`src/rtl/debug_uart_tx.sv`:
```
// debug_uart_tx: snapshots the signed debug-sequence bus and sends it as one ASCII hex line over UART 8N1
//   sys_clk    in  system clock, posedge
//   sys_rst_n  in  asynchronous active-low reset
//   trigger    in  one-cycle request to send one line (ignored while busy)
//   seq_bus    in  SEQ_NUM packed two's complement fields of SEQ_LEN bits
//   tx         out UART serial line, idle high
//   busy       out high from snapshot until the line is fully sent
//   frame_done out one-cycle pulse as the last stop bit ends
//   DEBUG_UART_CHECKSUM_EN: appends '*' and two hex digits of the XOR of all payload bytes before CR LF
module debug_uart_tx #(
  parameter int SEQ_LEN  = 20,
  parameter int SEQ_NUM  = 6,
  parameter int CLK_FREQ = 100000000,
  parameter int BAUD     = 115200
) (
  input  logic                       sys_clk,
  input  logic                       sys_rst_n,
  input  logic                       trigger,
  input  logic [SEQ_LEN*SEQ_NUM-1:0] seq_bus,
  output logic                       tx,
  output logic                       busy,
  output logic                       frame_done
);
  localparam int CPB = CLK_FREQ / BAUD;
  localparam int ND  = SEQ_LEN / 4;
`ifdef DEBUG_UART_CHECKSUM_EN
  localparam int TRL = 5;
`else
  localparam int TRL = 2;
`endif
  localparam int BW = $clog2(CPB);
  localparam int FW = $clog2(SEQ_NUM + 1);
  localparam int CW = $clog2(ND + TRL + 2);
  typedef enum logic [2:0] {IDLE, LOAD, START, DATA, STOP, DONE} state_t;
  state_t                     state, state_n;
  logic [SEQ_LEN*SEQ_NUM-1:0] snap;
  logic [BW-1:0]              bcnt;
  logic [2:0]                 bidx;
  logic [FW-1:0]              fi;
  logic [CW-1:0]              ci;
  logic [7:0]                 sh, ch, fld_ch, trl_ch;
  logic                       last, bit_end, load, payload, field_end, line_end;
  logic [SEQ_LEN-1:0]         field, mag;
  logic [3:0]                 nib;
`ifdef DEBUG_UART_CHECKSUM_EN
  logic [7:0]                 ck;
`endif
  function automatic logic [7:0] hex(input logic [3:0] n);
    return n < 4'd10 ? 8'h30 + {4'h0, n} : 8'h37 + {4'h0, n};
  endfunction
  always_comb begin
    field     = SEQ_LEN'(snap >> (int'(fi) * SEQ_LEN));
    mag       = field[SEQ_LEN-1] ? -field : field;
    nib       = 4'(mag >> ((ND - int'(ci)) * 4));
    payload   = fi < FW'(SEQ_NUM);
    field_end = ci == ((fi == FW'(SEQ_NUM - 1)) ? CW'(ND) : CW'(ND + 1));
    line_end  = !payload && ci == CW'(TRL - 1);
    fld_ch    = ci == '0 ? (field[SEQ_LEN-1] ? 8'h2D : 8'h2B) : ci == CW'(ND + 1) ? 8'h20 : hex(nib);
`ifdef DEBUG_UART_CHECKSUM_EN
    trl_ch    = ci == CW'(0) ? 8'h2A : ci == CW'(1) ? hex(ck[7:4]) : ci == CW'(2) ? hex(ck[3:0]) :
                ci == CW'(3) ? 8'h0D : 8'h0A;
`else
    trl_ch    = ci == '0 ? 8'h0D : 8'h0A;
`endif
    ch         = payload ? fld_ch : trl_ch;
    bit_end    = bcnt == BW'(CPB - 1);
    load       = state == LOAD || (state == STOP && bit_end && !last);
    busy       = state != IDLE && state != DONE;
    frame_done = state == DONE;
    tx         = state == START ? 1'b0 : state == DATA ? sh[0] : 1'b1;
    state_n    = state;
    case (state)
      IDLE:  state_n = trigger ? LOAD : IDLE;
      LOAD:  state_n = START;
      START: state_n = bit_end ? DATA : START;
      DATA:  state_n = bit_end && bidx == 3'd7 ? STOP : DATA;
      STOP:  state_n = bit_end ? (last ? DONE : START) : STOP;
      DONE:  state_n = IDLE;
      default: state_n = IDLE;
    endcase
  end
  always_ff @(posedge sys_clk or negedge sys_rst_n)
    if (!sys_rst_n) state <= IDLE;
    else state <= state_n;
  always_ff @(posedge sys_clk or negedge sys_rst_n) begin
    if (!sys_rst_n) begin
      snap <= '0;
      bcnt <= '0;
      bidx <= '0;
      fi   <= '0;
      ci   <= '0;
      sh   <= '0;
      last <= 1'b0;
`ifdef DEBUG_UART_CHECKSUM_EN
      ck   <= '0;
`endif
    end else begin
      bcnt <= (state == START || state == DATA || state == STOP) && !bit_end ? bcnt + 1'b1 : '0;
      if (state == IDLE && trigger) begin
        snap <= seq_bus;
        fi   <= '0;
        ci   <= '0;
        last <= 1'b0;
`ifdef DEBUG_UART_CHECKSUM_EN
        ck   <= '0;
`endif
      end
      if (load) begin
        sh   <= ch;
        bidx <= '0;
        last <= line_end;
        fi   <= payload && field_end ? fi + 1'b1 : fi;
        ci   <= payload && field_end ? '0 : ci + 1'b1;
`ifdef DEBUG_UART_CHECKSUM_EN
        ck   <= payload ? ck ^ ch : ck;
`endif
      end
      if (state == DATA && bit_end) begin
        sh   <= sh >> 1;
        bidx <= bidx + 1'b1;
      end
    end
  end
endmodule

```
`config.mk`:
```
export PLATFORM = sky130hd
export DESIGN_NAME = debug_uart_tx
export DESIGN_NICKNAME = d
export VERILOG_FILES = /design/src/rtl/debug_uart_tx.sv
export SDC_FILE = /design/constraint.sdc
export NUM_CORES = 1
export LEC_CHECK = 0
export BUFFER_PORTS_ARGS = -buffer_cell sky130_fd_sc_hd__buf_2
export CORE_MARGIN = 8
export CORE_UTILIZATION = 58
export DETAILED_ROUTE_END_ITERATION = 8
export PLACE_DENSITY = 0.83
export RECOVER_POWER = 25
export SKIP_CTS_REPAIR_TIMING = 1
export SLEW_MARGIN = 20
export SYNTH_ARGS = -nofsm -noshare
export SYNTH_HDL_FRONTEND = slang
export SYNTH_SLANG_ARGS = --single-unit
```
`constraint.sdc`:
```
create_clock -name sys_clk -period 6.52 [get_ports sys_clk]
set_clock_uncertainty 0.2 [all_clocks]
set_input_delay 1.304 -clock sys_clk [delete_from_list [all_inputs] [get_ports sys_clk]]
set_output_delay 1.304 -clock sys_clk [all_outputs]
set_load 0.1 [all_outputs]
```
---- Yosys cells after proc, flatten, opt, wreduce, memory -nomap -nowiden ----
Index checks and enable logic that the tools add are counted.
storage, ports and cells
  register bits after elaboration ......... 152
  bits of input ports ..................... 123
  output and inout port bits .............. 3
operators by class
  $add $sub $neg .......................... 8
  multipliers ............................. 1
  magnitude comparators ................... 2
  equal/unequal tests ..................... 13
  shift-type cells ........................ 2
  muxes and demuxes ....................... 29
  reductions and logical operators ........ 21
operator list
  operator                 count
  $shr A120 B8 Y20         1
  $shr A20 B32 Y4          1
  $mux W3                  10
  $mux W7                  4
  $mux W20                 1
  $neg A20 Y20             1
  $mux W8                  2
  $pmux W3 S5              1
  $add A6 B4 Y7 const A    2
  $eq A3 B3 Y1 const B     4
  $mux W4                  3
  $add A10 B1 Y10 const B  1
  $eq A10 B10 Y1 const B   1
  $mux W10                 1
  $logic_and A1 B1 Y1      9
  $add A3 B1 Y3 const B    2
  $eq A3 B2 Y1 const B     2
  $mul A3 B3 Y6 const B    1
  $mux W1                  6
  $sub A3 B4 Y5 const A    1
  $add A4 B1 Y4 const B    1
  $eq A4 B1 Y1 const B     1
  $eq A4 B3 Y1             1
  $eq A4 B3 Y1 const B     1
  13 further kinds         18

---- Depth between registers and ports, before layout ----
Gate-level depths: netlist of run 1.
  depth in word-level cells ............... 12
  mapped depth ............................ 19

---- Worst setup path before layout of run 1 ----
OpenSTA, ideal clock, no wires.
  path kind ............................... register to register
  start ................................... register fi[0]
  end ..................................... register sh[1]
  setup time .............................. 0.076 ns
  arrival ................................. 4.231 ns
  data required time ...................... 6.244 ns
  path slack .............................. 2.012 ns
  cell stages (with the launch flop) ...... 18
  buffers on the path ..................... 5
  clock period less this slack ............ 4.508 ns
  path through ............................ dfrtp_1 buf_6 clkbuf_8 buf_4 buf_2 buf_2 mux2_2 a21oi_1 ha_1 and3_1 nand3_1 o41ai_1 xor2_1 a221oi_1 or4_4 ha_1 a221o_1 o21ai_1
on the way
  longest elaborated chain between the ends .. 12
  elaborated cells between the ends (all ways) .. 16
ends and longest elaborated chain
  item                                                  RTL line  RTL
  start: declaration                                    39        logic [FW-1:0] fi;
  start signal: assignment                              112       fi <= payload && field_end ? fi + 1'b1 : fi;
  $mul A3 B3 Y6                                         52        field = SEQ_LEN'(snap >> (int'(fi) * SEQ_LEN));
  $shr A120 B8 Y20                                      52
  $neg A20 Y20                                          53        mag = field[SEQ_LEN-1] ? -field : field;
  $mux W20                                              53
  $shr A20 B32 Y4                                       54        nib = 4'(mag >> ((ND - int'(ci)) * 4));
  $add A6 B4 Y7 / $lt A4 B4 Y1 (equally long branches)  49        return n < 4'd10 ? 8'h30 + {4'h0, n} : 8'h37 + {4'h0, n};
  $mux W7                                               49
  $mux W7 (2 in a row)                                  58        fld_ch = ci == '0 ? (field[SEQ_LEN-1] ? 8'h2D : 8'h2B) : ci == CW'(ND + 1) ? 8'h20 : hex(nib);
  $mux W7 (*)                                           65        ch = payload ? fld_ch : trl_ch;
  $mux W8 (*)                                           108       if (load) begin
  $mux W8 (*)                                           118       if (state == DATA && bit_end) begin
  end signal: assignment                                109       sh <= ch;
  end signal: assignment                                119       sh <= sh >> 1;
  end: declaration                                      41        logic [7:0] sh, ch, fld_ch, trl_ch;
Every way passes the cells marked *; elsewhere a longest branch is shown, timed or not. The select of a mux whose other input is x is not followed.
A chain may end at the register's enable or synchronous reset.

---- Worst setup path after layout of run 1 ----
  start ................................... register fi[1]
  end ..................................... register sh[4]
Same word-level chain as after synthesis.

==> out/metrics.yaml, run 1 <==
core-area_sq_um: 14300
finalCritPeriodShare_pct: 71.4
critical_path.top_delay_family: "simple AND/OR/NAND/NOR gates"
yosys.area_share.adder_pct: 1.95
grt_pass1_vias: 7396
fillCellCount: 1169
antennaDiodeCount: 0
numCtsBuffers: 17
outcome: "complete, but fails checks"
min_period_ps: 4650
avgRoutedWirePerCell_um: 17.6
synthMuxAreaShare_pct: 8.97
drive_above_1_share_pct: 19.9
yosysWarnings: 0
htree_levels: 4
max_freq_mhz: 215
violations: "max-capacitance violations, max-slew violations"
initial_utilization_pct: 58.4
antenna_left: 0
path_depth: 14
routed_via_density: 5.82
syn_to_final_growth_pct: 14.4
holdCritPathClass: "register to register"
required_ps: 6630
relSlewSlack_pct: -77.9
setup-tns-final_ps: 0
worstMarginPinSlew_ps: 2670
port_buffers: 125
timing.rr.start: "fi[1]"
cp_max_fo: 26
final-setup-viol-count: 0
synth_xor_area_share_pct: 1.57
num_io_pins: 126
cp_slowest_stage_delay_ps: 700
fp.dieW_um: 136
multi_input_area_sq_um: 4270
gr-total-overflow: 0
grt_pass1_wl_um: 37100
dp_hpwl_um: 16200
vias: 7419
synth.distinct_cells: 74
yosysSeqAreaShare_pct: 45.2
rows: 44
final_common_cell: "nand2_1"
critical_path_class: "register to register"
maxCapViolations: 1
layout_common_cells: "nand2_1, dfrtp_1, buf_2"
cts.sinks: 151
cp.arrival_ps: 4760
route.detailed.drc: 0
gp_congestion: 0.979
drt_iter0_markers: 632
finalHoldViolations: 0
die_area_sq_um: 18500
slowest_stage: "dfrtp_2"
synth_top_family_by_area: "simple AND/OR/NAND/NOR gates"
crit_path_end_kind: "register"
ys_seq_elements: 151
wl_um: 22400
ff_latch_area_sq_um: 3780
slew_violations: 110
synth-main-ff-cell: "dfrtp_1"
fin_util_pct: 66.8
synth-simple-area-share_pct: 28.6
synthCells: 981
crit_buf_inv: 1
cts.path.max_buffers: 2
reg2reg_depth: 14
dpl_cell_area_sq_um: 9010
rsz0062_at_grt: "no"
synth_compound_area_share_pct: 9.94
r2r_slack_ps: 1870
track_usage_pct: 25.2
tritoncts: "built"
first_pass_iters: 5
path_cells: "buf_4 -> and2b_2 -> a21oi_1 -> ha_1 -> and3_1 -> nand3_1 -> o41ai_1 -> xor2_1 -> a221oi_1 -> or4_4 -> ha_1 -> nand2b_1 -> a21oi_1 -> o22ai_1"
holdPathEnd: "snap[66]"
r2r_end: "sh[4]"
leakagePower_nw: 4.66
holdWs_ps: 275
synth_fp_nets: 1117
clock-root-buffer: "clkbuf_16"
antenna_found_initial: 0
cts.clk_slew.worst_paths_ps: 60
nNetsFinal: 1213
synth-edff-count: 0
ir_worst_vdd_mv: 0.180
power_density_nw_per_um2: 223
hold_path_startpoint: "snap[66]"
holdPathStages: 2
die_y_um: 136
syn_avg_cell_area_sq_um: 8.52
grt_start_max_net_pins: 110
total_power_mw: 2.14
clk_latency_ps: 440
start_kind: "register"
synthArstFlopShare_pct: 100
stdcell_area_sq_um: 9560
syn_area_sq_um: 8360
[layout make-up]
cell class              instances  share of cell area (%)
clock inverters                15                    1.36
repair buffers                132                    7.10
clock buffers                  17                    4.45
well taps                     184                    2.41
inverters                      11                   0.432
flip-flops and latches        151                    39.6
multi-input cells             764                    44.7
[cells in the mapped netlist, types with 3 or more instances]
| master | number | area (sq um) |
|---|---|---|
| o22ai_1 | 11 | 68.8 |
| nand2_1 | 400 | 1500 |
| or2_2 | 5 | 31.3 |
| nand2b_1 | 6 | 37.5 |
| nand3b_1 | 3 | 22.5 |
| o21a_1 | 3 | 22.5 |
| nor3b_1 | 7 | 52.6 |
| mux2i_1 | 37 | 370 |
| nor2_1 | 43 | 161 |
| a221o_1 | 3 | 30.0 |
| nor3_1 | 15 | 75.1 |
| o21ai_1 | 3 | 15.0 |
| buf_2 | 6 | 30.0 |
| or3_1 | 5 | 31.3 |
| nand4_1 | 10 | 62.6 |
| o211ai_1 | 4 | 30.0 |
| clkbuf_1 | 40 | 150 |
| and2b_2 | 3 | 26.3 |
| dfrtp_1 | 151 | 3780 |
| a31oi_1 | 8 | 50.1 |
| mux4_2 | 7 | 158 |
| ha_1 | 13 | 163 |
| mux2_2 | 15 | 169 |
| inv_1 | 9 | 33.8 |
| xor2_1 | 8 | 70.1 |
| nor2b_1 | 5 | 31.3 |
| o31ai_1 | 8 | 60.1 |
| a211oi_1 | 3 | 22.5 |
| xnor2_1 | 7 | 61.3 |
| o21ai_0 | 24 | 120 |
| nor4_1 | 7 | 43.8 |
| and2_1 | 3 | 18.8 |
| a21oi_1 | 24 | 120 |
| nand3_1 | 23 | 115 |
| clkbuf_8 | 4 | 55.1 |
[power by group]
part / total, mW / internal (mW) / switching, mW
registers: 1.01 / 0.976 / 0.0335
logic: 0.197 / 0.0839 / 0.113
clock network: 0.929 / 0.501 / 0.429
total: 2.14 / 1.56 / 0.575
[cells by family after synthesis]
| kind of cell | count (synthesis) |
|---|---|
| muxes | 61 |
| adders and majority gates | 13 |
| buffers and inverters | 66 |
| xor gates and xnor gates | 15 |
| AOI/OAI and AO/OA | 121 |
| DFF | 151 |
| and+or+nand+nor | 554 |
[routing by layer]
metal	GRT usage [%]	routed length (um)	up-vias
met3	5.47	1150	37
met4	8.54	477	0
met1	33.3	9900	3581
met5	0	0	-
met2	40.5	10800	264
li1	-	-	3537
[per-stage QoR]
stage / cells / worst slack (ps)
2_1_floorplan: 981 / 2010
3_3_place_gp: 1242 / 1990
3_5_place_dp: 1242 / 1930
4_1_cts: 1274 / 1940
5_1_grt: 1274 / 1520
6_report: 1274 / 1870
[worst max path at each step]
stage / startpoint / endpoint / slack, ps
2_1_floorplan: fi[0] / sh[1] / 2010
3_3_place_gp: fi[0] / sh[1] / 1990
3_5_place_dp: fi[0] / sh[1] / 1930
4_1_cts: fi[0] / sh[1] / 1940
5_1_grt: fi[0] / sh[4] / 1520
6_report: fi[1] / sh[4] / 1870
[worst reg2reg max path, delay by kind of cell, from the launching register on]
| family | cells | cell delay [ps] |
|---|---|---|
| AOI/OAI and AO/OA | 5 | 1040 |
| xor gates and xnor gates | 1 | 220 |
| adders and majority gates | 2 | 440 |
| buffers and inverters | 1 | 430 |
| DFF | 1 | 700 |
| and+or+nand+nor | 5 | 1510 |
[sequential cells by signal, summed over array words and instances (netlist names)]
| name | count |
|---|---|
| bcnt | 10 |
| state | 3 |
| fi | 3 |
| sh | 7 |
| snap | 120 |
| bidx | 3 |
| ci | 4 |
| last | 1 |
Note: power is estimated with default switching activity, not from simulation.
==> inputs of run 2 (changes only) <==
--- a/config.mk
+++ b/config.mk
@@ -5,11 +5,12 @@
 export SDC_FILE = /design/constraint.sdc
 export NUM_CORES = 1
 export LEC_CHECK = 0
+export ABC_AREA = 1
 export BUFFER_PORTS_ARGS = -buffer_cell sky130_fd_sc_hd__buf_2
 export CORE_MARGIN = 8
-export CORE_UTILIZATION = 58
+export CORE_UTILIZATION = 52
 export DETAILED_ROUTE_END_ITERATION = 8
-export PLACE_DENSITY = 0.83
+export PLACE_DENSITY = 0.79
 export RECOVER_POWER = 25
 export SKIP_CTS_REPAIR_TIMING = 1
 export SLEW_MARGIN = 20
==> constraint.sdc (replaced) <==
create_clock -name sys_clk -period 3.8 [get_ports sys_clk]
set_clock_uncertainty 0.2 [all_clocks]
set_input_delay 0.76 -clock sys_clk [delete_from_list [all_inputs] [get_ports sys_clk]]
set_output_delay 0.76 -clock sys_clk [all_outputs]
set_load 0.1 [all_outputs]
==> run 2 against run 1 <==
Compared with the run above: the flow still finishes with violations (max-capacitance violations, max-slew violations); critical path depth grew 4; synthesized cell count up 22%; fmax grew 39%; cell count up 21%.
==> out/metrics.yaml, run 2 <==
drive_above_1_share_pct: 15.7  # -4.2 points
total_power_mw: 3.45  # +61%
port_buffers: 125  # unchanged
dp_hpwl_um: 16100  # -0.75%
post-synth-top-area-cell: "dfrtp_1"
switching_power_mw: 0.723  # +26%
clock-root-buffer: "clkbuf_16"
num_io_pins: 126  # unchanged
ir_worst_vdd_mv: 0.329  # +82%
cp_slowest_stage_delay_ps: 470  # -230 ps
critical_path_class: "register to register"
worstMarginPinSlew_ps: 2320  # -352 ps
cts.sinks: 151  # unchanged
holdWs_ps: 263  # -11.6 ps
cts.path.max_buffers: 2  # unchanged
largest_reg_flops: 120  # unchanged
antenna_left: 0  # unchanged
yosysWarnings: 0  # unchanged
regMostFlops: "snap"
synth.most_common_cell: "nand2_1"
cts.clk_slew.worst_paths_ps: 60  # about the same
gp_congestion: 0.940  # -4.0%
synth-edff-count: 0  # unchanged
vias: 7777  # +4.8%
final-setup-viol-count: 0  # unchanged
required_ps: 3910  # -2720 ps
nNetsFinal: 1448  # +19%
layout_common_cells: "nand2_1, dfrtp_1, nor2_1"
path_cells: "buf_2 -> buf_4 -> o21ai_1 -> o22ai_1 -> nand2_1 -> nand2_2 -> buf_4 -> nand2_1 -> nor3_1 -> nand4_1 -> a21oi_1 -> nand3_2 -> inv_2 -> nand3_1 -> nand3_1 -> nand2_1 -> nand2_1 -> nand2_1"
drt_iter0_markers: 620  # -1.9%
cp.arrival_ps: 3450  # -1310 ps
dpl_cell_area_sq_um: 9120  # +1.3%
final_common_cell: "nand2_1"
yosysSeqAreaShare_pct: 45.1  # -0.088 points
stdcell_area_sq_um: 9770  # +2.2%
first_pass_iters: 5  # unchanged
grt_pass1_wl_um: 36900  # -0.56%
rsz0062_at_grt: "no"
violations: "max-capacitance violations, max-slew violations"
syn_to_final_growth_pct: 16.7
clkPwrFrac_pct: 50.6  # +7.1 points
setup-tns-final_ps: 0  # unchanged
swShare_pct: 21.0  # -6.0 points
min_period_ps: 3340  # -1310 ps
rows: 46  # +4.5%
finalCritPeriodShare_pct: 87.9  # +17 points
start_kind: "register"
track_usage_pct: 22.7  # -2.6 points
routed_via_density: 5.05  # -13%
avgRoutedWirePerCell_um: 14.3  # -19%
synth.distinct_cells: 40  # -46%
core-area_sq_um: 15800  # +11%
yosys.area.top_type_share_pct: 45.1  # -0.088 points
antenna_found_initial: 0  # unchanged
synth-main-ff-cell: "dfrtp_1"
synth_fp_nets: 1336  # +20%
syn_area_sq_um: 8370  # +0.19%
synthCells: 1200  # +22%
synthArstFlopShare_pct: 100  # unchanged
fp.dieW_um: 143  # +5.0%
die_y_um: 143  # +5.0%
leakagePower_nw: 5.33  # +14%
outcome: "complete, but fails checks"
antennaDiodeCount: 0  # unchanged
holdCritPathClass: "register to register"
grt_start_max_net_pins: 92  # -16%
combPwrFrac_pct: 2.8  # -6.4 points
cp_max_fo: 19  # -27%
fin_util_pct: 61.7  # -5.0 points
finalHoldViolations: 0  # unchanged
slew_violations: 91  # -17%
relSlewSlack_pct: -54.4  # +23 points
cp_common_cell: "nand2_1"
numCtsBuffers: 17  # unchanged
intPower_mw: 2.72  # +74%
gr-total-overflow: 0  # unchanged
initial_utilization_pct: 52.9  # -5.5 points
syn_avg_cell_area_sq_um: 6.98  # -18%
maxCapViolations: 1  # unchanged
max_freq_mhz: 299  # +39%
tritoncts: "built"
synth_commonest_cells: "nand2_1, dfrtp_1, nor2_1, inv_1, o21ai_0"
p_seq_share_pct: 46.7  # -0.6 points
ys_seq_elements: 151  # unchanged
die_area_sq_um: 20400  # +10%
power_density_nw_per_um2: 353  # +58%
htree_levels: 4  # unchanged
reg.largest.list: "snap (120), bcnt (10), sh (7)"
ys_top_cells_by_area: "dfrtp_1, nand2_1, nor2_1, o21ai_0, inv_1"
route.detailed.drc: 0  # unchanged
crit_path_end_kind: "register"
wl_um: 22000  # -1.6%
clk_latency_ps: 420  # -20 ps
r2r_slack_ps: 460  # -1410 ps
slowest_stage: "dfrtp_2"
grt_pass1_vias: 7734  # +4.6%
-- run 2: changes by cell type in the layout (fill, tap and decap cells not counted), moves of 8 or more --
cell	previous run	this run
o31ai_1	8	0
nor2_1	43	129
buf_4	7	18
inv_1	9	104
o21ai_0	24	80
nand3_1	23	64
a21oi_1	24	10
nand2_1	400	495
mux2_2	15	0
mux2i_1	37	0
o21ai_1	3	26
-- run 2: routing by layer --
metal | track usage [%] | vias up | share of wire (%)
met2 | 35.9 | 227 | 47
met5 | 0 | - | 0
li1 | - | 3962 | -
met1 | 30.4 | 3554 | 46
met3 | 3.97 | 34 | 5.0
met4 | 8.50 | 0 | 2.1
-- run 2: final cells by class --
cell class                 instances  area [sq um]
fill                            1409          6060
multi-input combinational        883          3890
sequential                       151          3780
timing repair buffer             145           786
clock buffer                      20           457
inverter                         114           438
tap                              216           270
clock inverter                    11           146
-- run 2: through the flow --
step | worst slack [ps] | std cells
after floorplan | 272 | 1200
after global placement | 441 | 1504
after detailed placement | 404 | 1504
after CTS | 389 | 1535
after global routing | 4.33 | 1540
final | 460 | 1540
-- run 2: path summary, 6_finish.rpt --
kind / end / depth (start not counted) / start
max: sh[0] / 18 / fi[0]
min: bcnt[0] / 1 / bcnt[0]
max reg2reg: sh[0] / 18 / fi[0]
min reg2reg: bcnt[0] / 1 / bcnt[0]
max in group asynchronous: fi[0] / 1 / sys_rst_n
min in group asynchronous: snap[67] / 1 / sys_rst_n
-- run 2: kinds of logic after synthesis --
group | Yosys count | synth area share, %
AND/OR/NAND/NOR | 730 | 35.0
buffers and inverters | 166 | 8.64
flip-flops | 151 | 45.1
AO/OA/AOI/OAI | 135 | 8.74
adder cells (fa/ha/maj) | 13 | 1.94
XOR/XNOR | 5 | 0.523
-- run 2: power groups by stage --
stage	logic [mW]	clock network, mW	registers (mW)
3_5_place_dp	0.0985	0	1.64
4_1_cts	0.0986	1.76	1.61
3_3_place_gp	0.0959	0	1.64
6_report	0.0960	1.74	1.61
5_1_grt	0.109	1.83	1.61
2_1_floorplan	0.00000168	0	1.64
-- run 2: worst max-delay path, delay by kind of cell, from the launching register on --
kind | cells | cell delay (ps)
flip-flops | 1 | 470
AND/OR/NAND/NOR | 11 | 1340
buffers and inverters | 4 | 760
AO/OA/AOI/OAI | 3 | 450
